===== config.mk =====
export PLATFORM = sky130hd
export DESIGN_NAME = program_loader
export DESIGN_NICKNAME = d
export VERILOG_FILES = /design/src/rtl/program_loader.sv
export SDC_FILE = /design/constraint.sdc
export NUM_CORES = 1
export LEC_CHECK = 0
export CAP_MARGIN = 0
export CORE_ASPECT_RATIO = 1.1
export CORE_MARGIN = 4
export CORE_UTILIZATION = 35
export DETAILED_ROUTE_END_ITERATION = 8
export SLEW_MARGIN = 10
export SYNTH_ARGS = -nofsm -noshare
export SYNTH_HDL_FRONTEND = slang
export SYNTH_SLANG_ARGS = --single-unit

===== constraint.sdc =====
create_clock -name clk -period 9.1 [get_ports clk]
set_clock_uncertainty 0.15 [all_clocks]
set_input_delay 2.73 -clock clk [delete_from_list [all_inputs] [get_ports clk]]
set_output_delay 2.73 -clock clk [all_outputs]
set_load 0.005 [all_outputs]

===== src/rtl/program_loader.sv =====
// program_loader: boot-time image loader. Streams 32-bit words from a
// valid/ready source into data memory at consecutive word addresses,
// holds the CPU in reset until the image is complete, and keeps a running
// modulo-2^32 checksum of every accepted word.
module program_loader #(
   parameter int          ADDR_WIDTH = 10,
   parameter logic [31:0] BASE_ADDR  = 32'h0000_0000
) (
   input  logic                  clk,
   input  logic                  rst_n,
   input  logic                  start,
   input  logic [ADDR_WIDTH:0]   word_count,
   input  logic                  in_valid,
   input  logic [31:0]           in_data,
   output logic                  in_ready,
   output logic                  mem_we,
   output logic [31:0]           mem_addr,
   output logic [31:0]           mem_data,
   output logic                  cpu_hold,
   output logic                  done,
   output logic                  error,
   output logic [31:0]           checksum
);

   localparam int unsigned         MAX_WORDS = 2 ** ADDR_WIDTH;
   localparam logic [ADDR_WIDTH:0] MAX_CNT   = (ADDR_WIDTH + 1)'(MAX_WORDS);

   typedef enum logic [1:0] {
      ST_IDLE,
      ST_LOAD,
      ST_DONE,
      ST_ERR
   } state_t;

   state_t              state;
   logic [ADDR_WIDTH:0] count_q;
   logic [ADDR_WIDTH:0] counter;
   logic                handshake;
   logic [31:0]         word_offset;

   // Transfer qualifier and byte offset of the word about to be written.
   always_comb begin
      handshake   = in_valid & in_ready;
      word_offset = 32'(counter) << 2;
   end

   // Load controller; every output is a register updated here.
   always_ff @(posedge clk) begin
      if (!rst_n) begin
         state    <= ST_IDLE;
         count_q  <= '0;
         counter  <= '0;
         in_ready <= 1'b0;
         mem_we   <= 1'b0;
         mem_addr <= BASE_ADDR;
         mem_data <= '0;
         cpu_hold <= 1'b1;
         done     <= 1'b0;
         error    <= 1'b0;
         checksum <= '0;
      end else begin
         case (state)
            ST_IDLE: begin
               mem_we <= 1'b0;
               if (start) begin
                  if (word_count == '0) begin
                     state    <= ST_DONE;
                     done     <= 1'b1;
                     cpu_hold <= 1'b0;
                  end else if (word_count > MAX_CNT) begin
                     state <= ST_ERR;
                     error <= 1'b1;
                  end else begin
                     state    <= ST_LOAD;
                     count_q  <= word_count;
                     counter  <= '0;
                     checksum <= '0;
                     in_ready <= 1'b1;
                  end
               end
            end

            ST_LOAD: begin
               if (handshake) begin
                  mem_we   <= 1'b1;
                  mem_addr <= BASE_ADDR + word_offset;
                  mem_data <= in_data;
                  checksum <= checksum + in_data;
                  counter  <= counter + 1'b1;
                  // Last word: drop in_ready on the same edge so no extra word slips in.
                  if (counter == count_q - 1'b1) begin
                     state    <= ST_DONE;
                     in_ready <= 1'b0;
                     done     <= 1'b1;
                     cpu_hold <= 1'b0;
                  end
               end else begin
                  mem_we <= 1'b0;
               end
            end

            ST_DONE: begin
               mem_we   <= 1'b0;
               in_ready <= 1'b0;
            end

            ST_ERR: begin
               mem_we   <= 1'b0;
               in_ready <= 1'b0;
               error    <= 1'b1;
               cpu_hold <= 1'b1;
            end

            default: state <= ST_IDLE;
         endcase
      end
   end

endmodule


==> results.json, run 1 <==
{
  "status": "completed",
  "path_class": "in2reg",
  "met2_usage_pct": 29.8,
  "dp_hpwl_um": 11900,
  "placed_area_mm2": 0.00719,
  "antenna_found_initial": 0,
  "numClockSinks": 104,
  "cts_resized": 0,
  "setup_ws_ns": 3.55,
  "multiInputGateArea_mm2": 0.00354,
  "cts_setup_buffers": 0,
  "met1_usage_pct": 20.8,
  "top_usage_layer": "met2",
  "postRouteAntennaNets": 0,
  "core_mm2": 0.0164,
  "cp-end-kind": "flop",
  "n_antenna_cell": 0,
  "synthDistinctLibCells": 68,
  "cp-start-kind": "primary input",
  "grtUsageMet3_pct": 5.32,
  "ys_async_sr_fraction_pct": 0,
  "r2r_end": "checksum[30]",
  "tns_ns": 0,
  "io_pins": 148,
  "synth-seq-area-share_pct": 35.3,
  "cts_tree": "built",
  "final_layout_size_suffix_gt1_share_pct": 4.96,
  "io_buffers": 126,
  "wl_per_cell_um": 15.7,
  "clk_pin_slew_worst_paths_ns": 0.07,
  "ctsHoldBuffers": 0,
  "track_usage_pct": 17.1,
  "critPathMaxFanout": 3,
  "rrSetupSlack_ns": 6.07,
  "routed_wl_um": 16200,
  "maxSlewHeadroom_pct": 46.6,
  "leakage_nw": 2.85,
  "num-fill-cells": 1648,
  "hold_path_class": "reg2reg",
  "yosys_warnings": 0,
  "grt_pass1_vias": 5160,
  "syn_inst": 715,
  "synthFlopType": "dfxtp_1",
  "drv_slew": 0,
  "finalCriticalPeriod_ns": 5.55,
  "nets": 902,
  "syn_to_final_growth_pct": 26.9,
  "drt_first_pass_iters": 4,
  "syn_avg_cell_area_um2": 8.25,
  "overflow": 0,
  "synth_area_mm2": 0.00590,
  "htreeDepth": 3,
  "cts-root-buf": "clkbuf_16",
  "maxCapViolCount": 0,
  "period_share_pct": 61.0,
  "setup_viol": 0,
  "ir_drop_mv": 0.0935,
  "grt_max_degree": 82,
  "synth-seq-cells": 104,
  "cts_buffers": 9,
  "regArea_mm2": 0.00208,
  "critPathLaunch": "in_data[0]",
  "worstMarginPinSlew_ns": 0.799,
  "finalHoldViolCount": 0,
  "vias": 5238,
  "worst-r2r-cell-count": 12,
  "drtIter0Drc": 225,
  "power_density_mw_per_mm2": 132,
  "grt_pass1_wl_um": 26700,
  "dieArea_mm2": 0.0190,
  "crit_path_end": "checksum[30]",
  "die_x_um": 132,
  "crit_required_ns": 9.17,
  "clk_path_buf_depth": 2,
  "drc": 0,
  "grt_setup_unrepaired": "false",
  "synth-edff-count": 0,
  "initial_core_util_pct": 35.9,
  "crit_arrival_ns": 5.63,
  "fmax_mhz": 180,
  "vias_per_cell": 5.09,
  "final_cell_area_mm2": 0.00749,
  "row_count": 49,
  "preCtsSetupSlack_ns": 3.14,
  "dieHeight_um": 144,
  "gp_congestion": 0.820,
  "clock_latency_ns": 0.36,
  "r2r_start": "checksum[0]"
}
## worst min path at each step
stage,startpoint,to,slack [ns],cells past startpoint
finish,mem_data[6],mem_data[6],0.32,2
global route,mem_addr[7],mem_addr[7],0.34,2
CTS,mem_data[12],mem_data[12],0.32,2
detailed placement,mem_data[6],mem_data[6],0.31,2
global placement,mem_data[4],mem_data[4],0.31,2
floorplan,checksum[31],checksum[31],0.30,1
## power breakdown
part,internal (mW),switching [mW]
Clock,0.214,0.184
Sequential,0.461,0.00705
Combinational,0.0569,0.0635
## cell usage after synthesis (2+ instances only)
cell type / count / area share (%)
a21o_1: 13 / 1.7
nor3_1: 8 / 0.68
and2_1: 3 / 0.32
o21ai_1: 10 / 0.85
xor2_1: 27 / 4.0
nand2b_1: 6 / 0.64
nand3_1: 16 / 1.4
or3_1: 8 / 0.85
a31oi_1: 3 / 0.32
a21oi_2: 3 / 0.45
and3_1: 6 / 0.64
clkbuf_1: 16 / 1.0
dfxtp_1: 104 / 35
o21a_1: 2 / 0.25
ha_1: 33 / 7.0
nand4_1: 11 / 1.2
nor3_2: 4 / 0.68
nand2_1: 155 / 9.9
nor2_1: 24 / 1.5
a22oi_1: 11 / 1.4
nor2b_1: 14 / 1.5
nor4_1: 3 / 0.32
mux2i_1: 2 / 0.34
a211oi_1: 5 / 0.64
nor3b_1: 4 / 0.51
buf_4: 22 / 2.8
a211o_1: 2 / 0.30
a211oi_2: 3 / 0.64
o21ai_0: 27 / 2.3
o211ai_1: 4 / 0.51
xnor2_1: 20 / 3.0
a21boi_0: 60 / 7.6
o21bai_1: 4 / 0.51
o31ai_1: 2 / 0.25
inv_1: 10 / 0.64
a21oi_1: 28 / 2.4
buf_2: 11 / 0.93
## critical path, cell delays in order
cell             delay, ns
clkdlybuf4s50_1       0.44
ha_1                  0.24
fa_1                  0.46
a211oi_2              0.24
o21ai_1               0.14
o21ai_2               0.16
a21oi_1               0.13
o311ai_1              0.35
a21boi_1              0.17
o21ba_1               0.22
a21oi_2               0.14
xor2_1                0.15
o21ai_1               0.07
## flip-flops by register name, summed over array words and instances (netlist names)
register  count
count_q      11
mem_data     32
done          1
in_ready      1
counter      11
mem_we        1
error         1
checksum     32
state         2
cpu_hold      1
mem_addr     11
## cell type report
type / instances / area share (%)
Clock inverter: 7 / 0.936
Sequential cell: 104 / 27.8
Timing Repair Buffer: 129 / 17.1
Tap cell: 204 / 3.41
Clock buffer: 9 / 3.01
Inverter: 10 / 0.501
Multi-Input combinational cell: 567 / 47.3
## routing by layer
layer  share of wire [%]  vias up
li1                    -     2666
met1                  45     2429
met2                  48      121
met3                 5.4       22
met4                 1.7        0
met5                   0        -
## logic make-up after synthesis
| logic type | count (synthesis) | synth area share, % |
|---|---|---|
| muxes | 2 | 0.339 |
| other | 1 | 0.0636 |
| adders and majority gates | 34 | 7.34 |
| DFF | 104 | 35.3 |
| AOI/OAI and AO/OA | 194 | 23.0 |
| xor gates and xnor gates | 47 | 6.98 |
| buffers and inverters | 64 | 6.00 |
| and+or+nand+nor | 269 | 21.0 |
## per-stage QoR
stage	util [%]	power [mW]	cells	hold WS, ns
floorplan	-	0.558	735	0.303
global route	45.6	1.03	1030	0.340
global placement	43.8	0.599	1014	0.305
CTS	45.6	1.00	1030	0.322
finish	45.6	0.986	1030	0.317
detailed placement	43.8	0.599	1014	0.311
## cell usage in the layout, fill, tap and decap left out, types with 9 or more instances in the layout
cell,count
conb_1,21
clkdlybuf4s50_1,125
o21ai_0,27
nand2_1,155
nand4_1,11
a21boi_0,60
inv_1,10
nor2_1,24
ha_1,33
clkbuf_16,9
o21ai_1,10
xor2_1,27
nor2b_1,14
a21o_1,13
a22oi_1,11
dfxtp_1,104
a21oi_1,28
nand3_1,16
xnor2_1,20
Power figures use the tool's default switching activity.
==> run 2, diff against run 1 <==
==> constraint.sdc (replaced) <==
create_clock -name clk -period 4.7 [get_ports clk]
set_clock_uncertainty 0.15 [all_clocks]
set_input_delay 1.41 -clock clk [delete_from_list [all_inputs] [get_ports clk]]
set_output_delay 1.41 -clock clk [all_outputs]
set_load 0.005 [all_outputs]
==> run 2 against run 1 <==
  * First-iteration DRC count is 1.8% higher
  * Final area is 0.77% higher
  * Critical path depth stayed put
  * Highest routed layer unchanged
  * Global-route usage is 0.34 points lower
  * Clock power is 110% higher
  * Flip-flop and latch count stayed put
  * Utilization is 0.35 points higher
  * Wire length is 0.98% lower
  * Critical path type unchanged
  * Via count is 1.9% lower
==> results.json, run 2 (synthesis gave the netlist of run 1 again) <==
{
  "path_common_cell": "o21ai_1",
  "period_share_pct": 89.0,
  "leakage_nw": 2.88,
  "crit_path_cell_trace": "clkdlybuf4s50_1 -> ha_1 -> fa_1 -> a211oi_2 -> o21ai_1 -> o21ai_2 -> a21oi_1 -> o311ai_1 -> a21boi_1 -> o21ba_1 -> a21oi_2 -> xor2_1 -> o21ai_1",
  "wl_per_cell_um": 15.5,
  "grt_setup_unrepaired": "false",
  "overflow": 0,
  "grt_max_degree": 57,
  "grt_pass1_vias": 5023,
  "dp_hpwl_um": 11800,
  "drc": 0,
  "layout_common_cells": "nand2_1 (155), clkdlybuf4s50_1 (125), dfxtp_1 (104)",
  "die_x_um": 132,
  "path_class": "in2reg",
  "tns_ns": 0,
  "nets": 905,
  "vias_per_cell": 4.98,
  "clk_path_buf_depth": 2,
  "grt_pass1_wl_um": 25800,
  "vias": 5136,
  "dieHeight_um": 144,
  "cts_tree": "built",
  "gp_congestion": 0.824,
  "finalCriticalPeriod_ns": 4.18,
  "clock_latency_ns": 0.35,
  "syn_to_final_growth_pct": 27.9,
  "cts_setup_buffers": 0,
  "largestRegisters": "checksum x32, mem_data x32",
  "setup_viol": 0,
  "fmax_mhz": 239,
  "cts-root-buf": "clkbuf_16",
  "final_layout_size_suffix_gt1_share_pct": 5.19,
  "n_antenna_cell": 0,
  "maxSlewHeadroom_pct": 51.5,
  "cp-start-kind": "primary input",
  "critPathMaxFanout": 3,
  "htreeDepth": 3,
  "clk_pin_slew_worst_paths_ns": 0.07,
  "worstMarginPinSlew_ns": 0.726,
  "max_stage_delay_ns": 0.45,
  "io_pins": 148,
  "final_common_cell": "nand2_1",
  "ir_drop_mv": 0.151,
  "dieArea_mm2": 0.0190,
  "track_usage_pct": 16.7,
  "io_buffers": 126,
  "crit_arrival_ns": 4.25,
  "hold_slack_ns": 0.309,
  "status": "completed",
  "cts_buffers": 9,
  "postRouteAntennaNets": 0,
  "core_mm2": 0.0164,
  "cts_resized": 0,
  "slowest_stage": "fa_1",
  "ctsHoldBuffers": 0,
  "antenna_found_initial": 0,
  "hold_path_class": "reg2reg",
  "initial_core_util_pct": 35.9,
  "maxCapViolCount": 0,
  "row_count": 49,
  "drv_slew": 0,
  "power_density_mw_per_mm2": 262,
  "numClockSinks": 104,
  "drtIter0Drc": 229,
  "finalHoldViolCount": 0,
  "cp-end-kind": "flop",
  "routed_wl_um": 16000,
  "drt_first_pass_iters": 4,
  "crit_required_ns": 4.76,
  "fin_util_pct": 45.9
}
[run 2: layout make-up]
class	count	area, µm²
clock buffers	11	253
clock inverters	4	77.6
fillers	1619	8880
inverters	10	37.5
multi-input cells	567	3540
flip-flops and latches	104	2080
well taps	204	255
repair buffers	132	1300
[run 2: metrics by stage]
step	power, mW	instance area [µm²]	std cells	worst slack [ns]
5_1_grt	2.07	7550	1032	0.335
3_5_place_dp	1.16	7220	1017	0.103
2_1_floorplan	1.08	5970	735	0.932
4_1_cts	2.00	7550	1032	0.467
3_3_place_gp	1.16	7220	1017	0.150
6_report	1.97	7550	1032	0.517
[run 2: critical path: cells and delay by family]
family	cells	cell delay (ns)
buffers and inverters	1	0.43
xor gates and xnor gates	1	0.15
adders and majority gates	2	0.68
AOI/OAI and AO/OA	9	1.58
[run 2: path summary, 6_finish.rpt]
check / start / endpoint / slack (ns) / cells after the start
hold reg to reg: mem_data[10] / mem_data[10] / 0.31 / 2
setup reg to reg: checksum[0] / checksum[30] / 1.70 / 12
hold / removal: mem_data[10] / mem_data[10] / 0.31 / 2
setup / recovery: in_data[0] / checksum[30] / 0.52 / 13
[run 2: per-layer routing]
layer	vias to the layer above	part of all wire, %	GRT usage, %
met5	-	0	0
met1	2353	45	20.0
met4	0	1.1	4.48
met2	99	49	30.4
li1	2671	-	-
met3	13	4.8	4.00
[run 2: where the power goes]
part	internal [mW]	leakage (nW)	total [mW]	switching, mW
logic	0.112	1.88	0.235	0.123
clock network	0.495	0.162	0.833	0.338
registers	0.892	0.839	0.906	0.0134
